### config.mk
export PLATFORM = sky130hd
export DESIGN_NAME = m_cp0
export DESIGN_NICKNAME = d
export VERILOG_FILES = /design/src/rtl/m_cp0_pkg.sv /design/src/rtl/m_cp0.sv
export SDC_FILE = /design/constraint.sdc
export NUM_CORES = 1
export LEC_CHECK = 0
export BUFFER_PORTS_ARGS = -buffer_cell sky130_fd_sc_hd__buf_2
export CAP_MARGIN = 0
export CORE_UTILIZATION = 41
export DETAILED_ROUTE_END_ITERATION = 16
export PLACE_DENSITY_LB_ADDON = 0.15
export REMOVE_ABC_BUFFERS = 1
export SYNTH_ARGS = -nofsm -noshare
export SYNTH_HDL_FRONTEND = slang
export SYNTH_SLANG_ARGS = --single-unit
### constraint.sdc
create_clock -name clk -period 2.8 [get_ports clk]
set_clock_uncertainty 0.1 [all_clocks]
set_input_delay 0.7 -clock clk [delete_from_list [all_inputs] [get_ports clk]]
set_output_delay 0.7 -clock clk [all_outputs]
set_load 0.05 [all_outputs]
### src/rtl/m_cp0_pkg.sv
// Shared CPU constants: CP0 register addresses, exception codes and reset-time defaults.
package m_cp0_pkg;

  // CP0 register select values
  localparam logic [4:0] CP0_SR    = 5'd12;
  localparam logic [4:0] CP0_CAUSE = 5'd13;
  localparam logic [4:0] CP0_EPC   = 5'd14;
  localparam logic [4:0] CP0_PRID  = 5'd15;

  // Exception codes carried down the pipeline in exc_code_in
  localparam logic [4:0] EXC_INT  = 5'd0;
  localparam logic [4:0] EXC_ADEL = 5'd4;
  localparam logic [4:0] EXC_ADES = 5'd5;
  localparam logic [4:0] EXC_RI   = 5'd10;
  localparam logic [4:0] EXC_OV   = 5'd12;

  localparam logic [31:0] HANDLER_PC_DEFAULT = 32'h0000_4180;
  localparam logic [31:0] PRID_DEFAULT       = 32'h0042_5541;

  // StInHandler is exactly SR.EXL = 1
  typedef enum logic {StNormal, StInHandler} cp0_state_e;

endpackage

### src/rtl/m_cp0.sv
// Coprocessor 0: SR/Cause/EPC/PRId, interrupt and exception request, EPC capture for eret.
module m_cp0
  import m_cp0_pkg::*;
#(
  parameter logic [31:0] PRID_VALUE = PRID_DEFAULT,
  parameter logic [31:0] HANDLER_PC = HANDLER_PC_DEFAULT
) (
  input  logic        clk,
  input  logic        reset,
  input  logic        we,
  input  logic [4:0]  cp0_addr,
  input  logic [31:0] cp0_in,
  input  logic [31:0] vpc,
  input  logic        bd_in,
  input  logic [4:0]  exc_code_in,
  input  logic [5:0]  hw_int,
  input  logic        eret,
  output logic [31:0] cp0_out,
  output logic [31:0] epc_out,
  output logic        req,
  output logic [31:0] handler_pc
);

  cp0_state_e  state_q, state_d;
  logic [5:0]  im_q, im_d;
  logic        ie_q, ie_d;
  logic        bd_q, bd_d;
  logic [5:0]  ip_q;
  logic [4:0]  exc_code_q, exc_code_d;
  logic [31:0] epc_q, epc_d;

  logic        exl;
  logic        int_req;
  logic        exc_req;
  logic [31:0] epc_target;

  assign exl = (state_q == StInHandler);

  // Requests are combinational so the pipeline can flush in the same cycle; masked during reset
  assign int_req = (|(hw_int & im_q)) & ie_q & ~exl & ~reset;
  assign exc_req = (exc_code_in != EXC_INT) & ~exl & ~reset;
  assign req     = int_req | exc_req;

  assign handler_pc = HANDLER_PC;
  assign epc_target = bd_in ? (vpc - 32'd4) : vpc;

  logic unused_epc_lsb;
  assign unused_epc_lsb = ^epc_target[1:0];

  // Next-state: a taken request overrides any mtc0 write or eret in the same cycle
  always_comb begin
    state_d    = state_q;
    im_d       = im_q;
    ie_d       = ie_q;
    bd_d       = bd_q;
    exc_code_d = exc_code_q;
    epc_d      = epc_q;
    if (req) begin
      state_d    = StInHandler;
      exc_code_d = int_req ? EXC_INT : exc_code_in;
      bd_d       = bd_in;
      epc_d      = {epc_target[31:2], 2'b00};
    end else begin
      if (we) begin
        case (cp0_addr)
          CP0_SR: begin
            im_d    = cp0_in[15:10];
            ie_d    = cp0_in[0];
            state_d = cp0_in[1] ? StInHandler : StNormal;
          end
          CP0_EPC: epc_d = {cp0_in[31:2], 2'b00};
          default: ;
        endcase
      end
      // eret takes priority over an mtc0 write of EXL in the same cycle
      if (eret) begin
        state_d = StNormal;
      end
    end
  end

  // Architectural state registers
  always_ff @(posedge clk or posedge reset) begin
    if (reset) begin
      state_q    <= StNormal;
      im_q       <= '0;
      ie_q       <= 1'b0;
      bd_q       <= 1'b0;
      exc_code_q <= '0;
      epc_q      <= '0;
    end else begin
      state_q    <= state_d;
      im_q       <= im_d;
      ie_q       <= ie_d;
      bd_q       <= bd_d;
      exc_code_q <= exc_code_d;
      epc_q      <= epc_d;
    end
  end

  // Cause.IP samples the interrupt lines every cycle regardless of other events
  always_ff @(posedge clk or posedge reset) begin
    if (reset) begin
      ip_q <= '0;
    end else begin
      ip_q <= hw_int;
    end
  end

  // mfc0 read mux from current register state
  always_comb begin
    cp0_out = '0;
    case (cp0_addr)
      CP0_SR:    cp0_out = {16'b0, im_q, 8'b0, exl, ie_q};
      CP0_CAUSE: cp0_out = {bd_q, 15'b0, ip_q, 3'b0, exc_code_q, 2'b00};
      CP0_EPC:   cp0_out = epc_q;
      CP0_PRID:  cp0_out = PRID_VALUE;
      default:   cp0_out = '0;
    endcase
  end

  // Forward an in-flight EPC write so an eret in the same cycle sees it
  always_comb begin
    epc_out = epc_q;
    if (we && (cp0_addr == CP0_EPC)) begin
      epc_out = cp0_in;
    end
  end

endmodule

==> impl_metrics.toml <==
[setup_path]
cp_max_fo = 20
cp_cell_sequence = "buf_2 > and3b_1 > and3_4 > buf_12 > mux2_2 > buf_6"
path_class = "primary input to output port"
max_stage_delay_ns = 0.38
timing.rr.end = "epc_q[3]$_DFFE_PP0P_"
cp.buffers_inverters = 3
cp.required_ns = 2.00
critPathLaunchType = "primary input"
ff2ff_setup_slack_ns = 0.52
critPathTopFamily = "simple AND/OR/NAND/NOR gates"
arrival_ns = 2.00
crit_slowest_cell = "mux2_2"
endpoint_kind = "output port"
timing.rr.start = "im_q[0]$_DFFE_PP0P_"
rr_worst_depth = 7

[logic_synthesis]
synth_top_area_share_pct = 36.3
synth_compound_gate_area_share_pct = 10.4
ys_ff_latch = 50
synth_commonest_cells = "52 x nor2_1, 50 x dfrtp_1, 46 x mux2_2, 32 x buf_4, 30 x a21oi_1"
synthTopCellsByArea = "dfrtp_1 36%, mux2_2 15%, buf_4 7.0%, nor2_1 5.7%, xnor2_1 4.6%"
postSynthAreaPerCell_um2 = 9.11
yosysMostFrequentCell = "nor2_1"
synth_cells = 378
synth_top_family_by_area = "simple AND/OR/NAND/NOR gates"
synthArstFlopShare_pct = 100
synthAdderAreaFrac_pct = 0.363
yosys.area_share.simple_pct = 20.5
synth_warnings = 0
dominantRegCellSynth = "dfrtp_1"
synth_xor_area_share_pct = 6.10
synth-edff-count = 0
synth_area_leader_cell = "dfrtp_1"
synthMuxAreaShare_pct = 16.2
netlist_area_um2 = 3440
ys_types = 45
seq_area_frac_synth_pct = 36.3

[finish]
finalNonFillerCells = 646
fill_cells = 773
nets = 626
final_core_util_pct = 56.5
diodes = 0
drive_gt1_share_pct = 46.0
area_delta_synth_final_pct = 34.0

[pwr]
pwr-share-comb_pct = 49.8
power_density_nw_per_um2 = 613
ir_drop_mv = 0.306
p_seq_share_pct = 34.1
p_int_mw = 1.57
pwr-share-clk_pct = 16.1
p_switching_mw = 1.26
leakage_nw = 2.23
switching_share_pct = 44.4

[place]
place_hpwl_um = 7080
dp_cells = 638
portBuffers = 147
gp_congestion = 0.820
dpl_worst_slack_ns = -0.125

[sta]
setup_viol = 0
slew_headroom_pct = 61.3
fmax_mhz = 357
final.min_clock_period_ns = 2.80
slew_violations = 0
grt_setup_unrepaired = "true"
finalHoldViolCount = 0
setup_ws_ns = 0.00226
min_period_over_period_pct = 99.9
tightest_slew_ns = 0.579

[global_route]
grt_pass1_vias = 3061
grt_pass1_wl_um = 14600
antenna_found_initial = 0
grt_overflow = 0
grt_max_degree = 57
grtUsageTotal_pct = 21.5

[clock_network]
post_cts_buffers = 0
cts-root-buf = "clkbuf_8"
cts_made_buffers = 5
cts.htree.levels = 2
cts.sinks = 50
clockBufferDepth = 2
cts_tree = "yes"
cts_hold_buffers = 0
clkSlewWorstSetupHoldPaths_ns = 0.10
worstSkewPairLatency_ns = 0.31

[routing]
wire_per_inst_um = 14.4
ant_nets = 0
drt_wl_total_um = 9320
drt_first_iter_violations = 90
num_vias = 3237
first_pass_iters = 4
vias_per_cell = 5.01
post-route-drc-count = 0

[run]
maxCapViolations = 0

[run_status]
status = "complete, no violations"

[floorplanning]
start_util_pct = 42.1
fp.dieH_um = 93.7
dieArea_um2 = 8770
core_area_um2 = 8180
die_w_um = 93.7
std_cell_rows = 33
ioPinCount = 182

[worst_hold_path]
hold_path.class = "primary input to async pin"
[layout by cell type, fill, tap and decap left out, drive strengths merged, types with 10 or more instances in the layout]
cell and count:
nand2 15, and3 17, nor3 10, dfrtp 50, conb 32, mux2 46
buf 177, nor4 11, xnor2 18, nor2 52, a21oi 30
[layout make-up]
cell class                      instances  area [µm²]  area share [%]
Inverter                                4        15.0           0.325
Clock buffer                            5        68.8            1.49
Timing Repair Buffer                  177        1130            24.6
Tap cell                              105         131            2.85
Sequential cell                        50        1250            27.1
Multi-Input combinational cell        302        1990            43.1
Clock inverter                          3        25.0           0.542
[cell families (layout without fill, tap and decap cells)]
| family | count (synthesis) | in the layout |
|---|---|---|
| mux | 50 | 50 |
| simple gates | 137 | 137 |
| xor+xnor | 24 | 24 |
| compound gates | 58 | 58 |
| fa+ha+maj | 1 | 1 |
| buf+inv | 56 | 189 |
| flops | 50 | 50 |
| other cells | 2 | 32 |
[routing by layer]
| layer | vias to the layer above | track usage (%) | share of wire, % |
|---|---|---|---|
| met5 | - | 0 | 0 |
| met4 | 0 | 5.77 | 1.4 |
| met3 | 11 | 4.37 | 6.6 |
| met2 | 130 | 36.1 | 48 |
| met1 | 1506 | 28.2 | 44 |
| li1 | 1590 | - | - |
[power groups by stage]
stage	clock, mW	sequential (mW)	combinational (mW)
CTS	0.469	0.963	1.38
finish	0.455	0.964	1.41
global route	0.496	0.984	1.50
detailed placement	0	0.976	1.27
floorplan	0	0.945	0.950
global placement	0	0.971	1.26
[worst register-to-register path, cell delays in order, from the launching register on]
cell and delay, ns:
dfrtp_1 0.39, a22o_1 0.19, o31ai_2 0.10, nor3_1 0.33, nor2b_4 0.09, inv_2 0.08
buf_4 0.48, mux2_2 0.41
[how the worst max path moves through the flow]
stage,start,depth (start not counted),endpoint
floorplan,cp0_addr[1],3,epc_out[29]
global placement,exc_code_in[1],6,req
detailed placement,exc_code_in[1],6,req
CTS,cp0_addr[4],6,epc_out[18]
global route,cp0_addr[4],6,epc_out[21]
finish,cp0_addr[4],6,epc_out[21]
[state kept, by name, indices dropped and copies added (netlist names)]
signal and count:
ip_q 6, im_q 6, ie_q 1, bd_q 1
exc_code_q 5, exl 1, epc_q 30
[stage by stage]
stage               hold slack, ns  power (mW)  setup TNS [ns]  cell area (µm²)
finish                       0.355        2.83               0             4620
global route                 0.387        2.98          -0.412             4620
CTS                          0.369        2.81               0             4570
detailed placement           0.399        2.25           -1.35             4350
global placement             0.397        2.23           -2.36             4350
floorplan                    0.368        1.90          -37.43             3230
[timing repair]
action | CTS | global route
endpoints found under the hold margin | 0 | 0
endpoints found under the setup margin | 29 | 29
resized for setup | 41 | 23
(Power assumes the default switching activity.)
